`src/rtl/papilio_template_pkg.sv`:
```
// Shared constants for the Papilio Wishbone peripheral template:
// register map, bit positions and an address decode helper.
package papilio_template_pkg;

  localparam logic [15:0] ADDR_CONTROL = 16'h0000;
  localparam logic [15:0] ADDR_STATUS  = 16'h0004;
  localparam logic [15:0] ADDR_DATA    = 16'h0008;

  localparam int CTRL_ENABLE   = 0;
  localparam int CTRL_SOFT_RST = 1;
  localparam int STAT_READY    = 0;

  typedef enum logic [1:0] {
    REG_CONTROL,
    REG_STATUS,
    REG_DATA,
    REG_NONE
  } reg_sel_e;

  function automatic reg_sel_e decode_addr(input logic [15:0] adr);
    case (adr)
      ADDR_CONTROL: decode_addr = REG_CONTROL;
      ADDR_STATUS:  decode_addr = REG_STATUS;
      ADDR_DATA:    decode_addr = REG_DATA;
      default:      decode_addr = REG_NONE;
    endcase
  endfunction

endpackage

```
`src/rtl/papilio_template_wb_if.sv`:
```
// Wishbone classic slave bus bundle for the Papilio template peripheral.
interface papilio_template_wb_if #(
  parameter int DATA_WIDTH = 8
) ();
  logic [15:0]           wb_adr_i;
  logic [DATA_WIDTH-1:0] wb_dat_i;
  logic [DATA_WIDTH-1:0] wb_dat_o;
  logic                  wb_we_i;
  logic                  wb_cyc_i;
  logic                  wb_stb_i;
  logic                  wb_ack_o;

  modport slave (
    input  wb_adr_i, wb_dat_i, wb_we_i, wb_cyc_i, wb_stb_i,
    output wb_dat_o, wb_ack_o
  );

  modport master (
    output wb_adr_i, wb_dat_i, wb_we_i, wb_cyc_i, wb_stb_i,
    input  wb_dat_o, wb_ack_o
  );
endinterface

```
`src/rtl/papilio_template_wb.sv`:
```
// Wishbone slave skeleton with CONTROL / STATUS / DATA registers; user logic
// hooks onto ctrl_enable, data_reg and user_status.
module papilio_template_wb
  import papilio_template_pkg::*;
#(
  parameter int DATA_WIDTH = 8
) (
  input  logic                clk,
  input  logic                rst,
  papilio_template_wb_if.slave wb
);

  logic                  ctrl_enable;
  logic                  soft_rst;
  logic [DATA_WIDTH-1:0] data_reg;
  logic                  taken;
  logic                  req;
  logic [DATA_WIDTH-1:0] rd_data;
  reg_sel_e              sel;

  // User hook: spare STATUS bits [DATA_WIDTH-1:1]; tie to hardware status here.
  logic [DATA_WIDTH-2:0] user_status;
  assign user_status = '0;

  // A held cyc/stb is accepted once; 'taken' blocks re-acceptance until the
  // master drops the request, so ack is one pulse per transaction.
  assign req = wb.wb_cyc_i & wb.wb_stb_i & ~wb.wb_ack_o & ~taken;
  assign sel = decode_addr(wb.wb_adr_i);

  always_comb begin
    rd_data = '0;
    case (sel)
      REG_CONTROL: rd_data[CTRL_ENABLE] = ctrl_enable;
      REG_STATUS:  rd_data = {user_status, ctrl_enable & ~soft_rst};
      REG_DATA:    rd_data = data_reg;
      default:     rd_data = '0;
    endcase
  end

  always_ff @(posedge clk or negedge rst) begin
    if (!rst) begin
      ctrl_enable  <= 1'b0;
      soft_rst     <= 1'b0;
      data_reg     <= '0;
      taken        <= 1'b0;
      wb.wb_ack_o  <= 1'b0;
      wb.wb_dat_o  <= '0;
    end else begin
      wb.wb_ack_o <= req;
      soft_rst    <= 1'b0;

      if (!(wb.wb_cyc_i && wb.wb_stb_i)) taken <= 1'b0;
      else if (req)                      taken <= 1'b1;

      if (req) begin
        if (wb.wb_we_i) begin
          case (sel)
            REG_CONTROL: begin
              ctrl_enable <= wb.wb_dat_i[CTRL_ENABLE];
              soft_rst    <= wb.wb_dat_i[CTRL_SOFT_RST];
            end
            REG_DATA: data_reg <= wb.wb_dat_i;
            default: ;
          endcase
        end else begin
          wb.wb_dat_o <= rd_data;
        end
      end

      // Soft reset wins over the ENABLE value written by the same access.
      if (soft_rst) begin
        ctrl_enable <= 1'b0;
        data_reg    <= '0;
      end
    end
  end

endmodule

```
`src/flat_wrapper.sv`:
```
// flat-port wrapper written by rule: the top's interface ports become plain ports
module papilio_template_wb_flat import papilio_template_pkg::*;
#(
  parameter int DATA_WIDTH = 8
)
  (clk, rst, wb_wb_adr_i, wb_wb_dat_i, wb_wb_we_i, wb_wb_cyc_i, wb_wb_stb_i, wb_wb_dat_o, wb_wb_ack_o);
  papilio_template_wb_if #(.DATA_WIDTH(DATA_WIDTH)) wb_i ();
  input  logic clk;
  input  logic rst;
  input wire logic [$bits(wb_i.wb_adr_i)-1:0] wb_wb_adr_i;
  input wire logic [$bits(wb_i.wb_dat_i)-1:0] wb_wb_dat_i;
  input wire logic [$bits(wb_i.wb_we_i)-1:0] wb_wb_we_i;
  input wire logic [$bits(wb_i.wb_cyc_i)-1:0] wb_wb_cyc_i;
  input wire logic [$bits(wb_i.wb_stb_i)-1:0] wb_wb_stb_i;
  output wire logic [$bits(wb_i.wb_dat_o)-1:0] wb_wb_dat_o;
  output wire logic [$bits(wb_i.wb_ack_o)-1:0] wb_wb_ack_o;
  assign wb_i.wb_adr_i = wb_wb_adr_i;
  assign wb_i.wb_dat_i = wb_wb_dat_i;
  assign wb_i.wb_we_i = wb_wb_we_i;
  assign wb_i.wb_cyc_i = wb_wb_cyc_i;
  assign wb_i.wb_stb_i = wb_wb_stb_i;
  assign wb_wb_dat_o = wb_i.wb_dat_o;
  assign wb_wb_ack_o = wb_i.wb_ack_o;
  papilio_template_wb #(.DATA_WIDTH(DATA_WIDTH)) u_core (.clk(clk), .rst(rst), .wb(wb_i));
endmodule
```
`config.mk`:
```
export PLATFORM = sky130hd
export DESIGN_NAME = papilio_template_wb_flat
export DESIGN_NICKNAME = d
export VERILOG_FILES = /design/src/rtl/papilio_template_pkg.sv /design/src/rtl/papilio_template_wb_if.sv /design/src/rtl/papilio_template_wb.sv /design/src/flat_wrapper.sv
export SDC_FILE = /design/constraint.sdc
export NUM_CORES = 1
export LEC_CHECK = 0
export ABC_AREA = 1
export CELL_PAD_IN_SITES_DETAIL_PLACEMENT = 1
export CELL_PAD_IN_SITES_GLOBAL_PLACEMENT = 1
export CORE_ASPECT_RATIO = 0.7
export CORE_UTILIZATION = 25
export CTS_BUF_LIST = sky130_fd_sc_hd__clkbuf_16
export CTS_CLUSTER_SIZE = 8
export DETAILED_ROUTE_END_ITERATION = 6
export PLACE_DENSITY = 0.77
export SLEW_MARGIN = 20
export SYNTH_ARGS = -nofsm -noshare
export SYNTH_HDL_FRONTEND = slang
export SYNTH_SLANG_ARGS = --single-unit
```
`constraint.sdc`:
```
create_clock -name clk -period 1.47 [get_ports clk]
set_input_delay 0.147 -clock clk [delete_from_list [all_inputs] [get_ports clk]]
set_output_delay 0.147 -clock clk [all_outputs]
set_load 0.005 [all_outputs]
```
==> flow_summary_export.csv, run 1 <==
group,metric,value,unit
worst_setup_path,cpMostUsedCell,"nand2_1",
floorplanning,floorplan.core_area,0.003558,mm²
cts,hold_buffers,0,
yosys,avgSynthCellArea,7.942,µm²
cts,post_cts_resize_count,0,
worst_setup_path,crit_path_max_fanout,7,
yosys,ys_async_sr_fraction,1.000,
worst_setup_path,top_cell_family_by_delay_on_the_critical_path,"simple AND/OR/NAND/NOR gates",
yosys,synthMostInstantiatedCell,"nand2_1",
global_route,global_route_wire_length_before_repair,4.491,mm
worst_setup_path,critical_path.cell_chain,"clkdlybuf4s50_1 > nand2_1 > nor2_1 > nand2_1 > nor2_2 > nand3_4 > nor2_4 > nand2_1 > nand2_1",
job,maxCapViolations,0,
sta,setup_tns,0,ps
cts,cts_made_buffers,3,
floorplanning,die-area,0.004001,mm²
placement,post-dp-hpwl,2.215,mm
routing,wl_met2,1.287,mm
global_route,grt_max_degree,21,
cts,post-cts-setup-buffers,0,
global_route,total_global_routing_track_utilization,0.1579,
layout,drive_gt1_frac,0.1152,
layout,nets,195,
layout,regArea,500.5,µm²
worst_setup_path,worst_setup_path_type,"primary input to flip-flop",
worst_setup_path,worst_setup_path_end_kind,"flip-flop",
routing,routed.top_layer,"met4",
cts,h_tree_depth,1,
placement,gpl.final_weighted_congestion,0.8148,
cts,cts-root-to-sink-buffers,2,
floorplanning,die_y,53.23,µm
layout,areaGrowthSynthToFinish,62.22,%
yosys,ys.warnings.count,0,
sta,fmax,0.7523,GHz
pwr,power_per_cell_area,949.0,mW/mm²
floorplanning,fp.dieW,75.18,µm
yosys,synth_largest_area_cell,"dfrtp_1",
routing,wl_met1,1.240,mm
sta,clock_skew,4.882,ps
sta,period_minus_slack,1329,ps
sta,maxSlewViolCount,0,
routing,avgViaCountPerCell,4.353,
yosys,synth_top_cell_area_share,0.5340,
yosys,post_synth_edffs,0,
worst_setup_path,worst_ep_arrival,1520,ps
routing,met3RoutedLength,153,µm
floorplanning,number_of_placement_rows,18,
routing,first_pass_iters,6,
worst_setup_path,critical_path_s_largest_stage_delay,460,ps
global_route,antenna_found_initial,0,
routing,drt_wl_cell,12.73,µm
pwr,finalPower,1.443,mW
yosys,yosys-top-cells-count,"nand2_1, dfrtp_1, nor2_1",
sta,grt_setup_unrepaired,"false",
routing,via_count,936,
yosys,synth_area,937.1,µm²
cts,clkTransAtPathRegs,60,ps
worst_setup_path,critical-path-slowest-cell,"clkdlybuf4s50_1",
routing,antenna_left,0,
yosys,synth_seq_area_share,0.5340,
sta,max_slew_margin,0.8249,
yosys,yosys.cell_types.count,14,
worst_hold_path,class_of_the_tightest_hold_or_removal_check,"primary input to async pin",
placement,port_buffers,37,
yosys,yosys_most_used_dff,"dfrtp_1",
sta,timing_hold_violations_final,0,
pwr,leakagePower,0.6939,nW
sta,worst_pin_slew,262.6,ps
layout,diodes,0,
cts,tritoncts,"done",
cts,clock_insertion_delay_worst_skew,260,ps
routing,detail_route.iter0.violations,34,
run_status,status,"completed",
layout,fillCellCount,444,
worst_setup_path,worstPathBufferInverterCount,1,
yosys,syn-instance-count,118,
global_route,via_count_of_the_first_global_routing_pass,988,
routing,drt_wl_total,2.736,mm
global_route,grt-ovfl-total,0,
yosys,synth-seq-cells,20,
yosys,syn_nets,147,
sta,setup_viol,0,
layout,multi_input_comb_area,399.1,µm²
worst_setup_path,timing.critical_path.from_type,"primary input",
floorplanning,num_ports,38,
yosys,netlist_top_cells_area,"dfrtp_1, nand2_1, nor2_1, nand3_1, nor2_4",
cts,cts_root_buffer_type,"clkbuf_16",
cts,clock_sinks,20,
worst_setup_path,cp_data_required_time,1660,ps
sta,min_period_over_period,0.9043,
floorplanning,initial_core_util,0.2634,
pwr,vdd_ir_drop_max,397.9,µV
routing,route.detailed.drc,0,
## layer usage
layer | GRT usage | vias to the layer above
met5 | 0 | -
met4 | 0.06173 | 0
met3 | 0.05143 | 9
met2 | 0.2643 | 33
met1 | 0.1885 | 435
li1 | - | 459
## final cells by class
| cell class | count | share of cell area |
|---|---|---|
| Clock inverter | 1 | 0.01975 |
| Tap cell | 50 | 0.04115 |
| Multi-Input combinational cell | 88 | 0.2626 |
| Inverter | 10 | 0.02469 |
| Timing Repair Buffer | 43 | 0.2733 |
| Clock buffer | 3 | 0.04938 |
| Sequential cell | 20 | 0.3292 |
## through the flow
step                      cell area (µm²)  std cells  hold WS (ps)    util  worst slack (ps)
after floorplan                     937.1        118        -148.6       -             318.5
after global placement               1415        211         454.2  0.3977            -58.47
after detailed placement             1415        211         470.4  0.3977            -131.7
after CTS                            1520        215         251.4  0.4272             122.8
after global routing                 1520        215         263.2  0.4272             17.19
final                                1520        215         235.3  0.4272             140.7
## power breakdown
group          total, mW  internal (mW)  switching [mW]
Combinational      0.132         0.0836          0.0485
Clock              0.755          0.541           0.215
Sequential         0.555          0.554         0.00150
## logic make-up after synthesis
family	synth area share
simple gates	0.3778
flops	0.5340
buf+inv	0.04006
compound gates	0.04806
## path summary, 6_finish.rpt
kind,start,to,slack (ps),depth (start not counted)
hold / removal,rst,u_core.wb.wb_ack_o,240,2
hold reg to reg,u_core.wb.wb_ack_o,u_core.taken,470,1
max in group asynchronous,rst,u_core.data_reg[3],1020,2
min in group clk,wb_wb_dat_i[2],u_core.data_reg[2],430,3
setup / recovery,wb_wb_cyc_i,u_core.data_reg[5],140,9
setup reg to reg,u_core.wb.wb_ack_o,u_core.data_reg[5],150,7
## placed cells by master, fill, tap and decap left out, drive strengths merged
cell type      Yosys  routed
clkdlybuf4s50      0      37
dfrtp             20      20
inv               10      10
o21ai              8       8
buf                0       6
a21oi              1       1
bufinv             0       1
nand2             49      49
or2                1       1
nand3             10      10
clkbuf             0       3
nor2              19      19
No activity file was read; power rests on OpenSTA's default activity.
==> run 2, diff against run 1 <==
--- a/config.mk
+++ b/config.mk
@@ -9,11 +9,11 @@
 export CELL_PAD_IN_SITES_DETAIL_PLACEMENT = 1
 export CELL_PAD_IN_SITES_GLOBAL_PLACEMENT = 1
 export CORE_ASPECT_RATIO = 0.7
-export CORE_UTILIZATION = 25
+export CORE_UTILIZATION = 29
 export CTS_BUF_LIST = sky130_fd_sc_hd__clkbuf_16
 export CTS_CLUSTER_SIZE = 8
 export DETAILED_ROUTE_END_ITERATION = 6
-export PLACE_DENSITY = 0.77
+export PLACE_DENSITY = 0.86
 export SLEW_MARGIN = 20
 export SYNTH_ARGS = -nofsm -noshare
 export SYNTH_HDL_FRONTEND = slang
==> flow_summary_export.csv, run 2 (synthesized netlist as in run 1, its figures left out) <==
group,metric,value,unit
layout,most-common-layout-cells,"nand2_1, clkdlybuf4s50_1, dfrtp_1",
floorplanning,number_of_placement_rows,16,
worst_setup_path,r2r_end,"u_core.data_reg[5]",
cts,cts_root_buffer_type,"clkbuf_16",
layout,areaGrowthSynthToFinish,55.94,%
global_route,total_global_routing_track_utilization,0.1704,
worst_setup_path,worst_setup_path_type,"flip-flop to flip-flop",
sta,maxSlewViolCount,0,
placement,gpl.final_weighted_congestion,0.7506,
cts,h_tree_depth,1,
sta,max_slew_margin,0.8252,
layout,postLayoutCellArea,0.001461,mm²
floorplanning,initial_core_util,0.3206,
placement,port_buffers,37,
worst_setup_path,critical_path.startpoint,"u_core.wb.wb_ack_o",
worst_setup_path,timing.critical_path.from_type,"flip-flop",
routing,route.detailed.drc,0,
floorplanning,fp.dieW,69.95,µm
cts,clkTransAtPathRegs,60,ps
layout,diodes,0,
sta,grt_setup_unrepaired,"false",
pwr,power_per_cell_area,850.2,mW/mm²
worst_setup_path,register_to_register_setup_slack,170,ps
pwr,vdd_ir_drop_max,430.3,µV
floorplanning,floorplan.core_area,0.002923,mm²
run_status,status,"completed",
job,maxCapViolations,0,
routing,drt_wl_cell,12.96,µm
global_route,antenna_found_initial,0,
sta,worst_pin_slew,262.2,ps
sta,fmax,0.7679,GHz
floorplanning,die_y,49.56,µm
routing,drt_wl_total,2.579,mm
placement,place_area,0.001383,mm²
cts,post_cts_resize_count,0,
sta,min_period_over_period,0.8859,
worst_setup_path,worst_setup_path_end_kind,"flip-flop",
cts,post-cts-setup-buffers,0,
layout,postLayoutCoreUtil,0.5000,
cts,cts_made_buffers,3,
worst_hold_path,class_of_the_tightest_hold_or_removal_check,"primary input to async pin",
layout,drive_gt1_frac,0.09816,
sta,setup_viol,0,
sta,timing_hold_violations_final,0,
layout,nets,193,
routing,detail_route.iter0.violations,39,
routing,via_count,920,
worst_setup_path,timing.reg2reg.worst_path_depth,7,
layout,most_common_library_cell_in_the_layout_ignoring_fill_and_taps,"nand2_1",
layout,fillCellCount,344,
cts,clock_insertion_delay_worst_skew,250,ps
global_route,grt-ovfl-total,0,
global_route,global_route_wire_length_before_repair,4.519,mm
routing,antenna_left,0,
pwr,leakagePower,0.6735,nW
floorplanning,die-area,0.003466,mm²
cts,cts-root-to-sink-buffers,2,
sta,period_minus_slack,1302,ps
global_route,grt_max_degree,21,
cts,clock_sinks,20,
pwr,finalPower,1.243,mW
cts,tritoncts,"done",
worst_setup_path,cp_data_required_time,1660,ps
cts,hold_buffers,0,
global_route,via_count_of_the_first_global_routing_pass,980,
sta,timing.final.ws_setup,167.7,ps
worst_setup_path,crit_path_max_fanout,7,
worst_setup_path,r2r-start,"u_core.wb.wb_ack_o",
placement,dp_worst_setup_slack,-111.1,ps
placement,post-dp-hpwl,2.139,mm
sta,clock_skew,2.337,ps
routing,avgViaCountPerCell,4.623,
floorplanning,num_ports,38,
routing,first_pass_iters,4,
worst_setup_path,worst_ep_arrival,1490,ps
[run 2: cell types whose count changed in the layout (fill, tap and decap cells not counted)]
cell       previous run  this run
buf_4                 6         4
bufinv_16             1         0
clkinv_1              0         1
[run 2: worst max-delay path by stage]
| stage | to | slack (ps) | cells past startpoint |
|---|---|---|---|
| 2_1_floorplan | u_core.data_reg[0] | 320 | 8 |
| 3_3_place_gp | u_core.data_reg[1] | -50 | 10 |
| 3_5_place_dp | u_core.data_reg[1] | -110 | 10 |
| 4_1_cts | u_core.data_reg[2] | 150 | 7 |
| 5_1_grt | u_core.data_reg[1] | 40 | 9 |
| 6_report | u_core.data_reg[5] | 170 | 7 |
[run 2: through the flow]
stage / instances / hold slack, ps / setup TNS [ps]
floorplan: 118 / -148.6 / 0
global placement: 195 / 455.1 / -321.1
detailed placement: 195 / 474.6 / -912.9
CTS: 199 / 249.8 / 0
global route: 199 / 274.5 / 0
finish: 199 / 242.6 / 0
[run 2: worst max-delay path, cell delays in order (launching register included)]
cell and delay [ps]:
dfrtp_1 390, nor2_1 110, nand2_1 90, nor2_2 180
nand3_4 140, nor2_4 180, nand2_1 90, nand2_1 60
[run 2: routing by layer]
layer	vias up	track usage	wire [µm]	part of all wire
met5	-	0	0	0
met4	0	0.04333	21	0.0081
met3	4	0.06135	175	0.068
met2	27	0.2885	1234	0.48
met1	432	0.2072	1148	0.45
li1	457	-	-	-
[run 2: area by class of cell]
cell class | count | area [µm²] | area share
Clock inverter | 1 | 3.754 | 0.002568
Multi-Input combinational cell | 88 | 399.1 | 0.2731
Tap cell | 36 | 45.04 | 0.03082
Timing Repair Buffer | 41 | 400.4 | 0.2740
Sequential cell | 20 | 500.5 | 0.3425
Inverter | 10 | 37.54 | 0.02568
Clock buffer | 3 | 75.07 | 0.05137
[run 2: report_power, final]
group / switching, mW / internal (mW) / leakage (nW)
Clock: 0.197 / 0.362 / 0.0385
Combinational: 0.0464 / 0.0812 / 0.357
Sequential: 0.00166 / 0.554 / 0.278
Total: 0.245 / 0.997 / 0.673
==> run 3, diff against run 2 <==
--- a/config.mk
+++ b/config.mk
@@ -9,11 +9,10 @@
 export CELL_PAD_IN_SITES_DETAIL_PLACEMENT = 1
 export CELL_PAD_IN_SITES_GLOBAL_PLACEMENT = 1
 export CORE_ASPECT_RATIO = 0.7
-export CORE_UTILIZATION = 29
+export CORE_UTILIZATION = 31
 export CTS_BUF_LIST = sky130_fd_sc_hd__clkbuf_16
-export CTS_CLUSTER_SIZE = 8
 export DETAILED_ROUTE_END_ITERATION = 6
-export PLACE_DENSITY = 0.86
+export PLACE_DENSITY = 0.9
 export SLEW_MARGIN = 20
 export SYNTH_ARGS = -nofsm -noshare
 export SYNTH_HDL_FRONTEND = slang
==> constraint.sdc (replaced) <==
create_clock -name clk -period 1.6 [get_ports clk]
set_input_delay 0.16 -clock clk [delete_from_list [all_inputs] [get_ports clk]]
set_output_delay 0.16 -clock clk [all_outputs]
set_load 0.005 [all_outputs]
==> flow_summary_export.csv, run 3 (synthesized netlist as in run 1, its figures left out) <==
group,metric,value,unit
run_status,status,"completed",
layout,areaGrowthSynthToFinish,53.54,%
sta,maxSlewViolCount,0,
global_route,antenna_found_initial,0,
sta,timing_hold_violations_final,0,
placement,port_buffers,37,
floorplanning,fp.dieW,67.72,µm
floorplanning,floorplan.core_area,0.002843,mm²
sta,fmax,0.7407,GHz
cts,clock_insertion_delay_worst_skew,250,ps
layout,postLayoutCoreUtil,0.5062,
sta,clock_skew,1.419,ps
cts,clkTransAtPathRegs,50,ps
routing,detail_route.iter0.violations,53,
global_route,global_route_wire_length_before_repair,4.422,mm
floorplanning,die_y,48,µm
cts,cts_root_buffer_type,"clkbuf_16",
layout,nets,190,
layout,final_cells,196,
sta,min_period_over_period,0.8438,
sta,period_minus_slack,1350,ps
global_route,grt-ovfl-total,0,
layout,drive_gt1_frac,0.08125,
layout,diodes,0,
floorplanning,initial_core_util,0.3297,
routing,route.detailed.drc,0,
worst_setup_path,worst_setup_path_end_kind,"flip-flop",
cts,post-cts-setup-buffers,0,
pwr,leakagePower,0.6581,nW
cts,cts-root-to-sink-buffers,2,
sta,final.hold.worst_slack,243.0,ps
sta,setup_viol,0,
sta,grt_setup_unrepaired,"false",
layout,most_common_library_cell_in_the_layout_ignoring_fill_and_taps,"nand2_1",
cts,h_tree_depth,1,
worst_setup_path,worst_setup_path_type,"primary input to flip-flop",
cts,cts_made_buffers,3,
pwr,vdd_ir_drop_max,357.1,µV
global_route,total_global_routing_track_utilization,0.1932,
worst_hold_path,class_of_the_tightest_hold_or_removal_check,"primary input to async pin",
cts,clock_sinks,20,
global_route,via_count_of_the_first_global_routing_pass,963,
pwr,finalPower,1.135,mW
global_route,grt_max_degree,21,
layout,most-common-layout-cells,"nand2_1, clkdlybuf4s50_1, dfrtp_1",
routing,via_count,903,
routing,avgViaCountPerCell,4.607,
sta,max_slew_margin,0.8280,
routing,drt_wl_total,2.603,mm
sta,timing.final.ws_setup,249.9,ps
cts,tritoncts,"done",
placement,gpl.final_weighted_congestion,0.7454,
worst_setup_path,cp_data_required_time,1740,ps
worst_setup_path,timing.critical_path.from_type,"primary input",
job,maxCapViolations,0,
worst_setup_path,crit_path_max_fanout,7,
worst_setup_path,worst_ep_arrival,1490,ps
placement,dp_worst_setup_slack,-9.749,ps
cts,post_cts_resize_count,0,
routing,first_pass_iters,4,
placement,post-dp-hpwl,2.133,mm
floorplanning,die-area,0.003250,mm²
placement,dpl.cell_count,192,
cts,hold_buffers,0,
pwr,power_per_cell_area,788.8,mW/mm²
routing,antenna_left,0,
floorplanning,num_ports,38,
sta,worst_pin_slew,258.0,ps
floorplanning,number_of_placement_rows,16,
routing,drt_wl_cell,13.28,µm
## run 3: changes by cell type in the layout (fill, tap and decap cells not counted), sizes merged
cell  change
buf       -3
## run 3: cell type report
cell class,count,area [µm²]
fillers,330,1404
flip-flops and latches,20,500.5
multi-input cells,88,399.1
repair buffers,38,377.9
clock buffers,3,75.07
well taps,36,45.04
inverters,10,37.54
clock inverters,1,3.754
## run 3: critical path, cell delays in order
cell and delay, ps:
clkdlybuf4s50_1 460, nand2_1 60, nor2_1 80, nand2_1 90, nor2_2 180, nand3_4 150
nand2_1 100, inv_1 70, nand2_1 70, nand2_1 60
## run 3: worst paths after layout
| path | start | endpoint | slack (ps) | cells past startpoint |
|---|---|---|---|---|
| worst max-delay path | wb_wb_stb_i | u_core.data_reg[3] | 250 | 10 |
| worst min-delay path | rst | u_core.data_reg[2] | 240 | 2 |
| worst max register to register | u_core.wb.wb_ack_o | u_core.data_reg[3] | 270 | 8 |
| worst min register to register | u_core.data_reg[0] | u_core.data_reg[0] | 480 | 2 |
| max in group asynchronous | rst | u_core.data_reg[6] | 1150 | 2 |
| min in group clk | wb_wb_dat_i[2] | u_core.data_reg[2] | 450 | 3 |
## run 3: power breakdown
| part | internal [mW] | total, mW | switching, mW |
|---|---|---|---|
| Combinational | 0.0714 | 0.113 | 0.0417 |
| Sequential | 0.509 | 0.511 | 0.00150 |
| Clock | 0.333 | 0.511 | 0.179 |
| Total | 0.913 | 1.14 | 0.222 |
## run 3: per-layer routing
| metal | global-route usage | vias to the layer above | part of all wire |
|---|---|---|---|
| met2 | 0.3426 | 27 | 0.51 |
| met1 | 0.2241 | 424 | 0.43 |
| met5 | 0 | - | 0 |
| met4 | 0.05957 | 0 | 0.0046 |
| met3 | 0.06667 | 2 | 0.051 |
| li1 | - | 450 | - |
## run 3: stage by stage
stage                     setup TNS (ps)  cell area (µm²)
after floorplan                        0            937.1
final                                  0             1439
after global placement                 0             1360
after global routing                   0             1439
after detailed placement          -9.749             1360
after CTS                              0             1439
